--- config.mk ---
export PLATFORM = sky130hd
export DESIGN_NAME = coef_loader_flat
export DESIGN_NICKNAME = d
export VERILOG_FILES = /design/src/rtl/coef_loader_if.sv /design/src/rtl/coef_loader.sv /design/src/flat_wrapper.sv
export SDC_FILE = /design/constraint.sdc
export NUM_CORES = 1
export LEC_CHECK = 0
export ABC_AREA = 1
export CORE_UTILIZATION = 49
export DETAILED_ROUTE_END_ITERATION = 8
export DONT_BUFFER_PORTS = 1
export PLACE_DENSITY = 0.64
export RECOVER_POWER = 100
export SYNTH_ARGS = -nofsm -noshare
export SYNTH_HDL_FRONTEND = slang
export SYNTH_SLANG_ARGS = --single-unit
--- constraint.sdc ---
create_clock -name clk -period 2.3 [get_ports clk]
set_input_delay 0.23 -clock clk [delete_from_list [all_inputs] [get_ports clk]]
set_output_delay 0.23 -clock clk [all_outputs]
set_load 0.01 [all_outputs]
--- src/rtl/coef_loader_if.sv ---
// Handshake, status and read-port bundle between a coefficient source and coef_loader.
interface coef_loader_if #(
    parameter int unsigned DATA_WIDTH = 8,
    parameter int unsigned ADDR_WIDTH = 4
);
    logic                  start;
    logic                  wr_valid;
    logic [DATA_WIDTH-1:0] wr_data;
    logic                  wr_ready;
    logic [ADDR_WIDTH-1:0] rd_addr;
    logic [DATA_WIDTH-1:0] rd_data;
    logic                  busy;
    logic                  done;
    logic [ADDR_WIDTH:0]   wr_count;
    logic [DATA_WIDTH-1:0] checksum;

    // Driver side: issues start, words and read addresses.
    modport master (
        output start, wr_valid, wr_data, rd_addr,
        input  wr_ready, rd_data, busy, done, wr_count, checksum
    );

    // Loader side.
    modport slave (
        input  start, wr_valid, wr_data, rd_addr,
        output wr_ready, rd_data, busy, done, wr_count, checksum
    );
endinterface

--- src/rtl/coef_loader.sv ---
// Coefficient loader: fills a 2**ADDR_WIDTH word array from a valid/ready stream
// after a start pulse, keeps a modulo checksum, and serves a 1-cycle registered read port.
module coef_loader #(
    parameter int unsigned DATA_WIDTH = 8,
    parameter int unsigned ADDR_WIDTH = 4
) (
    input  logic          clk,
    input  logic          rst_n,
    coef_loader_if.slave  bus
);
    localparam int unsigned DEPTH = 2 ** ADDR_WIDTH;
    localparam logic [ADDR_WIDTH:0] LAST_IDX = {1'b0, {ADDR_WIDTH{1'b1}}};

    typedef enum logic [1:0] {
        S_IDLE,
        S_LOAD,
        S_DONE
    } state_t;

    state_t                state_q;
    logic [ADDR_WIDTH:0]   count_q;
    logic [DATA_WIDTH-1:0] sum_q;
    logic                  ready_q;
    logic                  busy_q;
    logic                  done_q;
    logic [DATA_WIDTH-1:0] rd_data_q;
    logic [DATA_WIDTH-1:0] mem [DEPTH];

    logic                  wr_fire;
    logic [ADDR_WIDTH-1:0] wr_addr;

    // start has priority over a coincident handshake, so the word is dropped.
    assign wr_fire = bus.wr_valid & ready_q & ~bus.start;
    assign wr_addr = count_q[ADDR_WIDTH-1:0];

    // Control FSM with registered status outputs, count and checksum.
    always_ff @(posedge clk or negedge rst_n) begin
        if (!rst_n) begin
            state_q <= S_IDLE;
            count_q <= '0;
            sum_q   <= '0;
            ready_q <= 1'b0;
            busy_q  <= 1'b0;
            done_q  <= 1'b0;
        end else if (bus.start) begin
            state_q <= S_LOAD;
            count_q <= '0;
            sum_q   <= '0;
            ready_q <= 1'b1;
            busy_q  <= 1'b1;
            done_q  <= 1'b0;
        end else begin
            case (state_q)
                S_LOAD: begin
                    if (bus.wr_valid) begin
                        count_q <= count_q + 1'b1;
                        sum_q   <= sum_q + bus.wr_data;
                        if (count_q == LAST_IDX) begin
                            state_q <= S_DONE;
                            ready_q <= 1'b0;
                            busy_q  <= 1'b0;
                            done_q  <= 1'b1;
                        end
                    end
                end
                default: begin
                    // IDLE and DONE hold until the next start.
                end
            endcase
        end
    end

    // Coefficient array write; contents deliberately survive reset.
    always_ff @(posedge clk) begin
        if (wr_fire) begin
            mem[wr_addr] <= bus.wr_data;
        end
    end

    // Registered read port; sees the pre-write contents on a same-address collision.
    always_ff @(posedge clk or negedge rst_n) begin
        if (!rst_n) begin
            rd_data_q <= '0;
        end else begin
            rd_data_q <= mem[bus.rd_addr];
        end
    end

    assign bus.wr_ready = ready_q;
    assign bus.busy     = busy_q;
    assign bus.done     = done_q;
    assign bus.wr_count = count_q;
    assign bus.checksum = sum_q;
    assign bus.rd_data  = rd_data_q;

endmodule

--- src/flat_wrapper.sv ---
// flat-port wrapper written by rule: the top's interface ports become plain ports
module coef_loader_flat 
#(
    parameter int unsigned DATA_WIDTH = 8,
    parameter int unsigned ADDR_WIDTH = 4
)
  (clk, rst_n, bus_start, bus_wr_valid, bus_wr_data, bus_rd_addr, bus_wr_ready, bus_rd_data, bus_busy, bus_done, bus_wr_count, bus_checksum);
  coef_loader_if #(.DATA_WIDTH(DATA_WIDTH), .ADDR_WIDTH(ADDR_WIDTH)) bus_i ();
  input  logic clk;
  input  logic rst_n;
  input wire logic [$bits(bus_i.start)-1:0] bus_start;
  input wire logic [$bits(bus_i.wr_valid)-1:0] bus_wr_valid;
  input wire logic [$bits(bus_i.wr_data)-1:0] bus_wr_data;
  input wire logic [$bits(bus_i.rd_addr)-1:0] bus_rd_addr;
  output wire logic [$bits(bus_i.wr_ready)-1:0] bus_wr_ready;
  output wire logic [$bits(bus_i.rd_data)-1:0] bus_rd_data;
  output wire logic [$bits(bus_i.busy)-1:0] bus_busy;
  output wire logic [$bits(bus_i.done)-1:0] bus_done;
  output wire logic [$bits(bus_i.wr_count)-1:0] bus_wr_count;
  output wire logic [$bits(bus_i.checksum)-1:0] bus_checksum;
  assign bus_i.start = bus_start;
  assign bus_i.wr_valid = bus_wr_valid;
  assign bus_i.wr_data = bus_wr_data;
  assign bus_i.rd_addr = bus_rd_addr;
  assign bus_wr_ready = bus_i.wr_ready;
  assign bus_rd_data = bus_i.rd_data;
  assign bus_busy = bus_i.busy;
  assign bus_done = bus_i.done;
  assign bus_wr_count = bus_i.wr_count;
  assign bus_checksum = bus_i.checksum;
  coef_loader #(.DATA_WIDTH(DATA_WIDTH), .ADDR_WIDTH(ADDR_WIDTH)) u_core (.clk(clk), .rst_n(rst_n), .bus(bus_i));
endmodule
==> metrics, run 1 <==
result of the run=completed; arrival time worst endpoint=1.99 ns; Initial Util=0.508; antenna diode count=0; layout cell share with drive strength beyond 1=0.0572; global-route usage over all layers=0.240; number of nets in the layout=610; count of H-tree levels built during CTS=4; number of vias per cell=5.42; max-slew violations=0; CTS tree=yes; worst clock skew on the final layout=0.00844 ns; netlist area before placement=6490 sq um; number of buffers and inverters on the critical path=2; final weighted congestion in routability-driven placement=0.866; Setup crit start kind=flop; wire length of the first global-routing pass=22.9 mm; first-pass detailed-route iteration total=5; Switching Share=0.206; quantity of I/O buffers inserted on ports=0; sequential share of power=0.490; proportion of netlist area held by the largest area contributor=0.592; Crit. End Element=flop; aggregate global routing overflow=0; number of warnings issued by yosys=0; fraction of registers with async set/reset=0.152; area used by multi-input combinational logic=1580 sq um; max capacitance violation total=0; Synth area leaders=sky130_fd_sc_hd__edfxtp_1 (59%), sky130_fd_sc_hd__dfrtp_1 (8.9%), sky130_fd_sc_hd__inv_1 (5.1%); Slew HR=0.0640; Leak Pwr=0.00289 uW; switching component of the power=1290 uW; f_max=0.516 GHz; count of endpoints failing hold in the final timing report=0; number of global-route vias before repair=4,051; area taken by flip-flops and latches=4420 sq um; total setup violations reported at the end of the flow=0; pin count of the biggest net entering global routing=129; delay of the slowest cell on the worst path=0.40 ns; Iteration-0 DRC Markers=478; Post-synth top flop=sky130_fd_sc_hd__edfxtp_1; Hold WC Path Type=in -> reg; total routed wirelength=14.7 mm; die area=13,700 sq um; fillcell total=1,050; transition at the pin with the smallest max-transition slack=1.40 ns; setup fix buffers added after clock tree synthesis=0; library cell occupying the most area in the post-synthesis netlist=sky130_fd_sc_hd__edfxtp_1; final cell count without fillers=766; biggest fanout along the worst timing path=8; Logic pwr share=0.055; clock edge transition at the registers on the reported setup and hold paths=0.06 ns; clock period minus final worst setup slack=1.94 ns; Clock Root Buffer=sky130_fd_sc_hd__clkbuf_16; Horiz. Die Dim=117 um; Post-Place Cells=722; height of the chip=117 um; I/O pin count=40; share of total power in the clock network=0.455; post-synthesis to final-layout area growth=13.3%; buffer depth of the longest clock path=2; setup repair after global routing missed its margin=no; Sum Neg Setup Slack=0 ns; area of the placeable core=12,800 sq um; share of the yosys chip area belonging to registers=0.681; Worst Path Class, Setup=reg -> reg; number of nets with antenna violations after detailed routing=0; number of antenna violations at the first check in global routing=0; number of nets produced by synthesis=587; cells resized by post-CTS repair=0; number of enable flip-flop cells after synthesis=128; highest ir drop seen on vdd=0.000750 V; Syn Inst Count=558; FP Rows=41; Clk Latency, worst-skew pair=0.42 ns; final routed wire length divided by cell count=19.2 um; kind of cell adding the most delay to the critical path=simple AND/OR/NAND/NOR gates; CP Cell Sequence=inv_1 > nor3_1 > nand2_1 > nor2_1 > clkbuf_1; remaining design rule violation count=0; final cycle utilization of the critical path=0.842; HPWL reported at the end of detailed placement=8.90 mm; number of CTS-inserted buffers=17; required time reported for the critical path endpoint=2.36 ns; slowest stage cell on the critical path=sky130_fd_sc_hd__clkbuf_1; Sink Count=151; Seq cells post-synth=151; internal cell power=4980 uW; power density over the cells=852 nW/um^2; syn avg cell area=11.6 sq um; vias after detailed routing=4,155; Yosys cell types=28
-- repair_timing --
action	4_1_cts	5_1_grt
hold buffers	12	0
hold endpoints to repair	157	0
endpoints found under the setup margin	0	0
-- registers in the layout, indices dropped and copies added (netlist names) --
register and count:
u_core.bus.checksum 8, u_core.mem 128, u_core.state_q 2, u_core.bus.rd_data 8, u_core.bus.wr_count 5
-- cells in the final DEF, fill, tap and decap left out, drive strengths merged --
cell / instances
nand2: 88
a21boi: 1
nand3b: 1
xor2: 1
xnor2: 1
dfrtp: 23
a22o: 2
edfxtp: 128
o211ai: 42
clkbuf: 35
bufinv: 4
o22ai: 1
fa: 1
buf: 5
nor3: 8
clkinv: 7
dlygate4sd3: 11
nand3: 57
nor2: 18
a21oi: 27
inv: 89
nor3b: 1
ha: 12
o21ai: 31
-- kinds of logic after synthesis --
| group | Yosys count | share of synthesized area |
|---|---|---|
| buffers and inverters | 115 | 0.0748 |
| xor gates and xnor gates | 2 | 0.00270 |
| adders and majority gates | 13 | 0.0262 |
| AOI/OAI and AO/OA | 104 | 0.0989 |
| DFF | 151 | 0.681 |
| and+or+nand+nor | 173 | 0.117 |
-- per-layer routing --
metal	GRT usage	up-vias	routed length, um
li1	-	1986	-
met1	0.337	1982	6780
met2	0.355	163	6670
met3	0.0690	24	953
met4	0.0920	0	289
met5	0	-	0
-- path summary, 6_finish.rpt --
check,startpoint,end,slack [ns],cells past startpoint
worst min register to register,u_core.bus.checksum[3],u_core.bus.checksum[3],0.58,2
min in group asynchronous,rst_n,u_core.bus.checksum[5],0.67,2
max in group asynchronous,rst_n,u_core.bus.rd_data[5],0.80,2
worst min-delay path,bus_rd_addr[3],u_core.bus.rd_data[2],0.02,2
worst max-delay path,u_core.state_q[0],u_core.mem[8][4],0.36,5
worst max register to register,u_core.state_q[0],u_core.mem[8][4],0.36,5
-- power groups by stage --
stage	logic, uW	registers, uW	clock network (uW)
final	347	3070	2850
after global routing	392	3080	3000
after CTS	352	3070	2880
after detailed placement	276	3130	0
after global placement	268	3130	0
after floorplan	261	3120	0
-- Yosys cell counts, types with 2 or more instances --
library cell / n
sky130_fd_sc_hd__nand2_1: 88
sky130_fd_sc_hd__buf_6: 4
sky130_fd_sc_hd__dfrtp_1: 23
sky130_fd_sc_hd__inv_1: 89
sky130_fd_sc_hd__clkbuf_1: 3
sky130_fd_sc_hd__o21ai_0: 30
sky130_fd_sc_hd__buf_2: 16
sky130_fd_sc_hd__o211ai_1: 41
sky130_fd_sc_hd__ha_1: 12
sky130_fd_sc_hd__nor2_1: 17
sky130_fd_sc_hd__a21oi_1: 27
sky130_fd_sc_hd__a22o_1: 2
sky130_fd_sc_hd__edfxtp_1: 128
sky130_fd_sc_hd__nand3_1: 57
sky130_fd_sc_hd__nor3_1: 8
-- cell type report --
cell class / count / share of cell area
Clock inverter: 10 / 0.0208
Multi-Input combinational cell: 292 / 0.215
Tap cell: 172 / 0.0293
Clock buffer: 22 / 0.0617
Inverter: 90 / 0.0459
Timing Repair Buffer: 29 / 0.0267
Sequential cell: 151 / 0.601
-- through the flow --
step | setup WS [ns] | total power [uW] | hold WS (ns) | cell area (sq um) | util
after detailed placement | 0.618 | 3400 | -0.0648 | 6690 | 0.524
after global routing | 0.227 | 6480 | 0.000610 | 7360 | 0.576
after floorplan | 0.392 | 3380 | -0.0656 | 6490 | -
after CTS | 0.606 | 6310 | 0.00327 | 7420 | 0.581
after global placement | 0.661 | 3390 | -0.0650 | 6690 | 0.524
final | 0.362 | 6270 | 0.0173 | 7360 | 0.576
-- worst register-to-register path, delay by kind of cell, from the launching register on --
kind / cells / cell delay [ns]
and+or+nand+nor: 3 / 0.79
DFF: 1 / 0.34
buffers and inverters: 2 / 0.45
Power figures use the tool's default switching activity.
==> run 2, diff against run 1 <==
--- a/config.mk
+++ b/config.mk
@@ -9,7 +9,7 @@
 export CORE_UTILIZATION = 49
 export DETAILED_ROUTE_END_ITERATION = 8
 export DONT_BUFFER_PORTS = 1
-export PLACE_DENSITY = 0.64
+export PLACE_DENSITY = 0.66
 export RECOVER_POWER = 100
 export SYNTH_ARGS = -nofsm -noshare
 export SYNTH_HDL_FRONTEND = slang
==> constraint.sdc (replaced) <==
create_clock -name clk -period 1.7 [get_ports clk]
set_input_delay 0.17 -clock clk [delete_from_list [all_inputs] [get_ports clk]]
set_output_delay 0.17 -clock clk [all_outputs]
set_load 0.01 [all_outputs]
==> run 2 against run 1 <==
  * Non-clock buffer count grew 1
  * Wire length shrank 5.0%
  * Critical path depth is the same
  * Utilization is essentially flat
  * Critical path type unchanged
==> metrics, run 2 (synthesized netlist as in run 1, its figures left out) <==
number of cells on the critical path=5 (unchanged); critical path endpoint=u_core.mem[12][5] (was u_core.mem[8][4]); HPWL reported at the end of detailed placement=8.55 mm (was 8.90 mm); Sink Count=151 (unchanged); fillcell total=1,030 (was 1,050); Post-Place Setup Slack=0.0633 ns (was 0.618 ns); number of buffers and inverters on the critical path=2 (unchanged); die area=13,700 sq um (unchanged); quantity of I/O buffers inserted on ports=0 (unchanged); biggest fanout along the worst timing path=8 (unchanged); post-synthesis to final-layout area growth=13.2% (was 13.3%); I/O pin count=40 (unchanged); final cell count without fillers=767 (was 766); slowest stage cell on the critical path=sky130_fd_sc_hd__dfrtp_1 (was sky130_fd_sc_hd__clkbuf_1); clock edge transition at the registers on the reported setup and hold paths=0.05 ns (was 0.06 ns); most frequent cells in the layout=sky130_fd_sc_hd__edfxtp_1 (128), sky130_fd_sc_hd__nand2_1 (88), sky130_fd_sc_hd__inv_1 (88) (was sky130_fd_sc_hd__edfxtp_1 (128), sky130_fd_sc_hd__inv_1 (89), sky130_fd_sc_hd__nand2_1 (88)); Post-Place Cells=723 (was 722); kind of cell adding the most delay to the critical path=flip-flops (was simple AND/OR/NAND/NOR gates); Setup crit start kind=flop (unchanged); arrival time worst endpoint=1.73 ns (was 1.99 ns); delay of the slowest cell on the worst path=0.47 ns (was 0.40 ns); Worst Path Class, Setup=reg -> reg (unchanged); global-route usage over all layers=0.227 (was 0.240); Crit. End Element=flop (unchanged); worst reg2reg path startpoint=u_core.bus.wr_count[0] (was u_core.state_q[0]); area of the placeable core=12,800 sq um (unchanged); Sum Neg Setup Slack=0 ns (unchanged); vias after detailed routing=4,140 (was 4,155); number of antenna violations at the first check in global routing=0 (unchanged); layout cell share with drive strength beyond 1=0.0857 (was 0.0572); Initial Util=0.508 (unchanged); result of the run=completed (unchanged); final critical-path setup slack=0.0812 ns (was 0.362 ns); pin count of the biggest net entering global routing=129 (unchanged); area taken by flip-flops and latches=4420 sq um (unchanged); total setup violations reported at the end of the flow=0 (unchanged); Iteration-0 DRC Markers=354 (was 478); height of the chip=117 um (unchanged); reg2reg end=u_core.mem[12][5] (was u_core.mem[8][4]); final cycle utilization of the critical path=0.952 (was 0.842); remaining design rule violation count=0 (unchanged); required time reported for the critical path endpoint=1.81 ns (was 2.36 ns); number of global-route vias before repair=4,001 (was 4,051); final routed wire length divided by cell count=18.2 um (was 19.2 um); max-slew violations=0 (unchanged); count of endpoints failing hold in the final timing report=0 (unchanged); first-pass detailed-route iteration total=7 (was 5); buffer depth of the longest clock path=2 (unchanged); count of H-tree levels built during CTS=4 (unchanged); aggregate global routing overflow=0 (unchanged); number of nets in the layout=611 (was 610); total routed wirelength=14.0 mm (was 14.7 mm); register-to-register setup slack=0.08 ns (was 0.36 ns); highest ir drop seen on vdd=0.000797 V (was 0.000750 V); transition at the pin with the smallest max-transition slack=1.43 ns (was 1.40 ns); Horiz. Die Dim=117 um (unchanged); CP startpoint=u_core.bus.wr_count[0] (was u_core.state_q[0]); Clock Root Buffer=sky130_fd_sc_hd__clkbuf_16 (unchanged); Hold WC Path Type=in -> reg (unchanged); Slew HR=0.0444 (was 0.0640); antenna diode count=0 (unchanged); clock period minus final worst setup slack=1.62 ns (was 1.94 ns); setup repair after global routing missed its margin=no (unchanged); max capacitance violation total=0 (unchanged); number of vias per cell=5.40 (was 5.42); Total Power=8110 uW (was 6270 uW); area used by multi-input combinational logic=1600 sq um (was 1580 sq um); f_max=0.618 GHz (was 0.516 GHz); most flop-heavy register=u_core.mem (unchanged); flip-flop count of the largest register, all copies and words added=128 (unchanged); CTS tree=yes (unchanged); most common cell after layout, fill and taps aside=sky130_fd_sc_hd__edfxtp_1 (unchanged); Leak Pwr=0.00291 uW (was 0.00289 uW); number of nets with antenna violations after detailed routing=0 (unchanged); Worst Reg2Reg Path Length in Cells=5 (unchanged); FP Rows=41 (unchanged); wire length of the first global-routing pass=21.6 mm (was 22.9 mm); Clk Latency, worst-skew pair=0.42 ns (about the same); setup fix buffers added after clock tree synthesis=0 (unchanged); CP Cell Sequence=inv_1 > ha_1 > nand2_1 > nor2_1 > buf_2 (was inv_1 > nor3_1 > nand2_1 > nor2_1 > clkbuf_1); number of CTS-inserted buffers=17 (unchanged); power density over the cells=1100 nW/um^2 (was 852 nW/um^2); final weighted congestion in routability-driven placement=0.791 (was 0.866); worst clock skew on the final layout=0.00858 ns (was 0.00844 ns)
==> run 2: metal layers <==
| metal | wire [um] | up-vias | GRT usage |
|---|---|---|---|
| met5 | 0 | - | 0 |
| met4 | 238 | 0 | 0.0895 |
| met3 | 1010 | 14 | 0.0690 |
| met2 | 6700 | 150 | 0.356 |
| met1 | 6020 | 1993 | 0.297 |
| li1 | - | 1983 | - |
==> run 2: layout make-up <==
cell class                      instances  area share
Timing Repair Buffer                   30      0.0288
Clock buffer                           30      0.0756
Multi-Input combinational cell        292       0.218
Clock inverter                          2     0.00136
Tap cell                              172      0.0293
Sequential cell                       151       0.601
Inverter                               90      0.0459
==> run 2: repair_timing <==
| action | 4_1_cts | 5_1_grt |
|---|---|---|
| hold buffers | 12 | 0 |
| resized for setup | 0 | 2 |
| hold endpoints to repair | 169 | 0 |
| endpoints found under the setup margin | 0 | 129 |
==> run 2: per-stage QoR <==
stage | area (sq um) | hold slack, ns | util
after global placement | 6710 | -0.125 | 0.525
after floorplan | 6500 | -0.126 | -
after detailed placement | 6710 | -0.125 | 0.525
after CTS | 7400 | 0.00914 | 0.579
final | 7350 | 0.0223 | 0.576
after global routing | 7350 | 0.0189 | 0.576
==> run 2: worst register-to-register path, delay by kind of cell (launching register included) <==
kind          cells  cell delay [ns]
flops             1             0.47
buf+inv           2             0.37
simple gates      2             0.30
fa+ha+maj         1             0.16
==> run 2: report_power, final <==
group | internal, uW | leakage (uW) | total (uW) | switching (uW)
sequential | 4090 | 0.00144 | 4150 | 63.4
clock | 2180 | 0.000280 | 3480 | 1300
combinational | 166 | 0.00119 | 477 | 310
total | 6440 | 0.00291 | 8110 | 1670
==> run 2: worst min path at each step <==
stage	slack (ns)	from	cells past startpoint	endpoint
6_report	0.02	bus_wr_data[0]	2	u_core.bus.checksum[0]
5_1_grt	0.02	bus_wr_data[0]	2	u_core.bus.checksum[0]
4_1_cts	0.009	bus_wr_data[0]	2	u_core.bus.checksum[0]
3_5_place_dp	-0.13	rst_n	0	u_core.bus.checksum[5]
3_3_place_gp	-0.12	rst_n	0	u_core.bus.checksum[5]
2_1_floorplan	-0.13	rst_n	0	u_core.bus.checksum[0]
==> run 3, diff against run 2 <==
--- a/config.mk
+++ b/config.mk
@@ -9,6 +9,7 @@
 export CORE_UTILIZATION = 49
 export DETAILED_ROUTE_END_ITERATION = 8
 export DONT_BUFFER_PORTS = 1
+export GPL_TIMING_DRIVEN = 0
 export PLACE_DENSITY = 0.66
 export RECOVER_POWER = 100
 export SYNTH_ARGS = -nofsm -noshare
==> run 3 against run 2 <==
  * Combinational power rose by 30%
  * Cell count rose by 3.8%
  * Wire length rose by 20%
  * Sequential power barely moved
  * Clock power rose by 5.7%
  * Sequential share of layout area fell by 3.8 points
  * Count of clock-buffer cells in the layout fell by 12
  * First-iteration DRC count fell by 4.8%
  * Non-clock buffer count rose by 27
  * Utilization rose by 4.0 points
  * Largest cell class unchanged
  * Highest routed layer unchanged
==> metrics, run 3 (synthesized netlist as in run 1, its figures left out) <==
CP Cell Sequence=inv_2 > nor3_4 > nand2_2 > nor2_4 > buf_4 (was inv_1 > ha_1 > nand2_1 > nor2_1 > buf_2); buffer depth of the longest clock path=2 (unchanged); I/O pin count=40 (unchanged); layout cell share with drive strength beyond 1=0.158 (was 0.0857); slowest stage cell on the critical path=sky130_fd_sc_hd__dfrtp_2 (was sky130_fd_sc_hd__dfrtp_1); area of all placed cells without fillers=7860 sq um (was 7350 sq um); number of global-route vias before repair=4,342 (was 4,001); Post-Place Cells=730 (was 723); Clock Root Buffer=sky130_fd_sc_hd__clkbuf_16 (unchanged); delay of the slowest cell on the worst path=0.44 ns (was 0.47 ns); first-pass detailed-route iteration total=5 (was 7); Clk Latency, worst-skew pair=0.43 ns (was 0.42 ns); number of buffers and inverters on the critical path=2 (unchanged); Sink Count=151 (unchanged); total routed wirelength=16.7 mm (was 14.0 mm); Worst Path Class, Setup=reg -> reg (unchanged); arrival time worst endpoint=1.82 ns (was 1.73 ns); fillcell total=999 (was 1,030); final cycle utilization of the critical path=0.985 (was 0.952); number of nets in the layout=638 (was 611); Hold WC Path Type=in -> reg (unchanged); Crit. End Element=flop (unchanged); final cell count without fillers=796 (was 767); number of antenna violations at the first check in global routing=1 (was 0); most common cell after layout, fill and taps aside=sky130_fd_sc_hd__edfxtp_1 (unchanged); Iteration-0 DRC Markers=337 (was 354); CTS tree=yes (unchanged); number of CTS-inserted buffers=17 (unchanged); clock edge transition at the registers on the reported setup and hold paths=0.06 ns (was 0.05 ns); clock period minus final worst setup slack=1.68 ns (was 1.62 ns); count of H-tree levels built during CTS=4 (unchanged); most flop-heavy register=u_core.mem (unchanged); Leak Pwr=0.00308 uW (was 0.00291 uW); highest ir drop seen on vdd=0.000646 V (was 0.000797 V); Horiz. Die Dim=117 um (unchanged); quantity of I/O buffers inserted on ports=0 (unchanged); flip-flop count of the largest register, all copies and words added=128 (unchanged); transition at the pin with the smallest max-transition slack=1.18 ns (was 1.43 ns); global-route usage over all layers=0.272 (was 0.227); Setup crit start kind=flop (unchanged); kind of cell adding the most delay to the critical path=simple AND/OR/NAND/NOR gates (was flip-flops); max capacitance violation total=0 (unchanged); aggregate global routing overflow=0 (unchanged); number of nets with antenna violations after detailed routing=0 (unchanged); Slew HR=0.214 (was 0.0444); Initial Util=0.508 (unchanged); most frequent cells in the layout=sky130_fd_sc_hd__edfxtp_1 (128), sky130_fd_sc_hd__inv_1 (86), sky130_fd_sc_hd__nand2_1 (83) (was sky130_fd_sc_hd__edfxtp_1 (128), sky130_fd_sc_hd__nand2_1 (88), sky130_fd_sc_hd__inv_1 (88)); worst clock skew on the final layout=0.0111 ns (was 0.00858 ns); Placed Area=6730 sq um (was 6710 sq um); final routed wire length divided by cell count=21.0 um (was 18.2 um); FP Rows=41 (unchanged); final weighted congestion in routability-driven placement=0.883 (was 0.791); area of the placeable core=12,800 sq um (unchanged); number of vias per cell=5.52 (was 5.40); total setup violations reported at the end of the flow=0 (unchanged); remaining design rule violation count=0 (unchanged); worst hold slack=0.0508 ns (was 0.0223 ns); wire length of the first global-routing pass=25.5 mm (was 21.6 mm); setup repair after global routing missed its margin=yes (was no); result of the run=completed (unchanged); Post-Place Setup Slack=-0.894 ns (was 0.0633 ns); height of the chip=117 um (unchanged); max-slew violations=0 (unchanged); biggest fanout along the worst timing path=4 (was 8); power density over the cells=1080 nW/um^2 (was 1100 nW/um^2); pin count of the biggest net entering global routing=24 (was 129); required time reported for the critical path endpoint=1.84 ns (was 1.81 ns); f_max=0.597 GHz (was 0.618 GHz); final critical-path setup slack=0.0249 ns (was 0.0812 ns); vias after detailed routing=4,397 (was 4,140); count of endpoints failing hold in the final timing report=0 (unchanged); die area=13,700 sq um (unchanged); post-synthesis to final-layout area growth=21.1% (was 13.2%); HPWL reported at the end of detailed placement=10.5 mm (was 8.55 mm)
run 3: power by group:
group          internal [uW]  total, uW  switching (uW)  leakage (uW)
sequential              4090       4160            65.4       0.00144
combinational            204        622             418       0.00136
clock                   2260       3680            1420      0.000276
run 3: through the flow:
stage	setup TNS [ns]	total power, uW	util
final	0	8460	0.615
after global routing	-3.90	8710	0.615
after CTS	0	8480	0.612
after detailed placement	-64.74	4720	0.527
after global placement	-63.47	4700	0.526
after floorplan	-8.08	4570	-
run 3: metal layers:
metal  share of wire  GRT usage  vias to the layer above
met2            0.50      0.449                      156
met3           0.054     0.0577                       34
met5               0          0                        -
met1            0.41      0.342                     2158
li1                -          -                     2049
met4           0.034      0.138                        0
run 3: final cells by class:
class | instances | area, sq um | area share
Sequential cell | 151 | 4420 | 0.563
Antenna cell | 2 | 5.00 | 0.000637
Inverter | 90 | 344 | 0.0438
Tap cell | 172 | 215 | 0.0274
Timing Repair Buffer | 32 | 418 | 0.0532
Clock inverter | 14 | 139 | 0.0177
Clock buffer | 18 | 429 | 0.0546
Buffer | 25 | 146 | 0.0186
Multi-Input combinational cell | 292 | 1740 | 0.222
run 3: path summary, 6_finish.rpt:
check / from / slack [ns] / cells past startpoint / endpoint
worst min-delay path: bus_wr_valid / 0.05 / 4 / u_core.bus.wr_count[3]
worst max register to register: u_core.state_q[0] / 0.02 / 5 / u_core.mem[1][7]
max in group asynchronous: rst_n / 0.32 / 2 / u_core.state_q[0]
worst min register to register: u_core.bus.checksum[6] / 0.58 / 2 / u_core.bus.checksum[6]
min in group asynchronous: rst_n / 0.59 / 2 / u_core.bus.checksum[7]
worst max-delay path: u_core.state_q[0] / 0.02 / 5 / u_core.mem[1][7]
run 3: worst min-delay path, cell delays in order:
cell and delay [ns]:
sky130_fd_sc_hd__nand3b_4 0.10, sky130_fd_sc_hd__nor2_1 0.05, sky130_fd_sc_hd__nor2_1 0.08, sky130_fd_sc_hd__nor3_1 0.05
run 3: repair_timing:
action	in CTS	in global routing
pin swaps	13	3
setup endpoints to repair	128	100
hold buffers	12	0
gates resized for setup	34	11
endpoints found under the hold margin	164	0
setup buffers	17	3
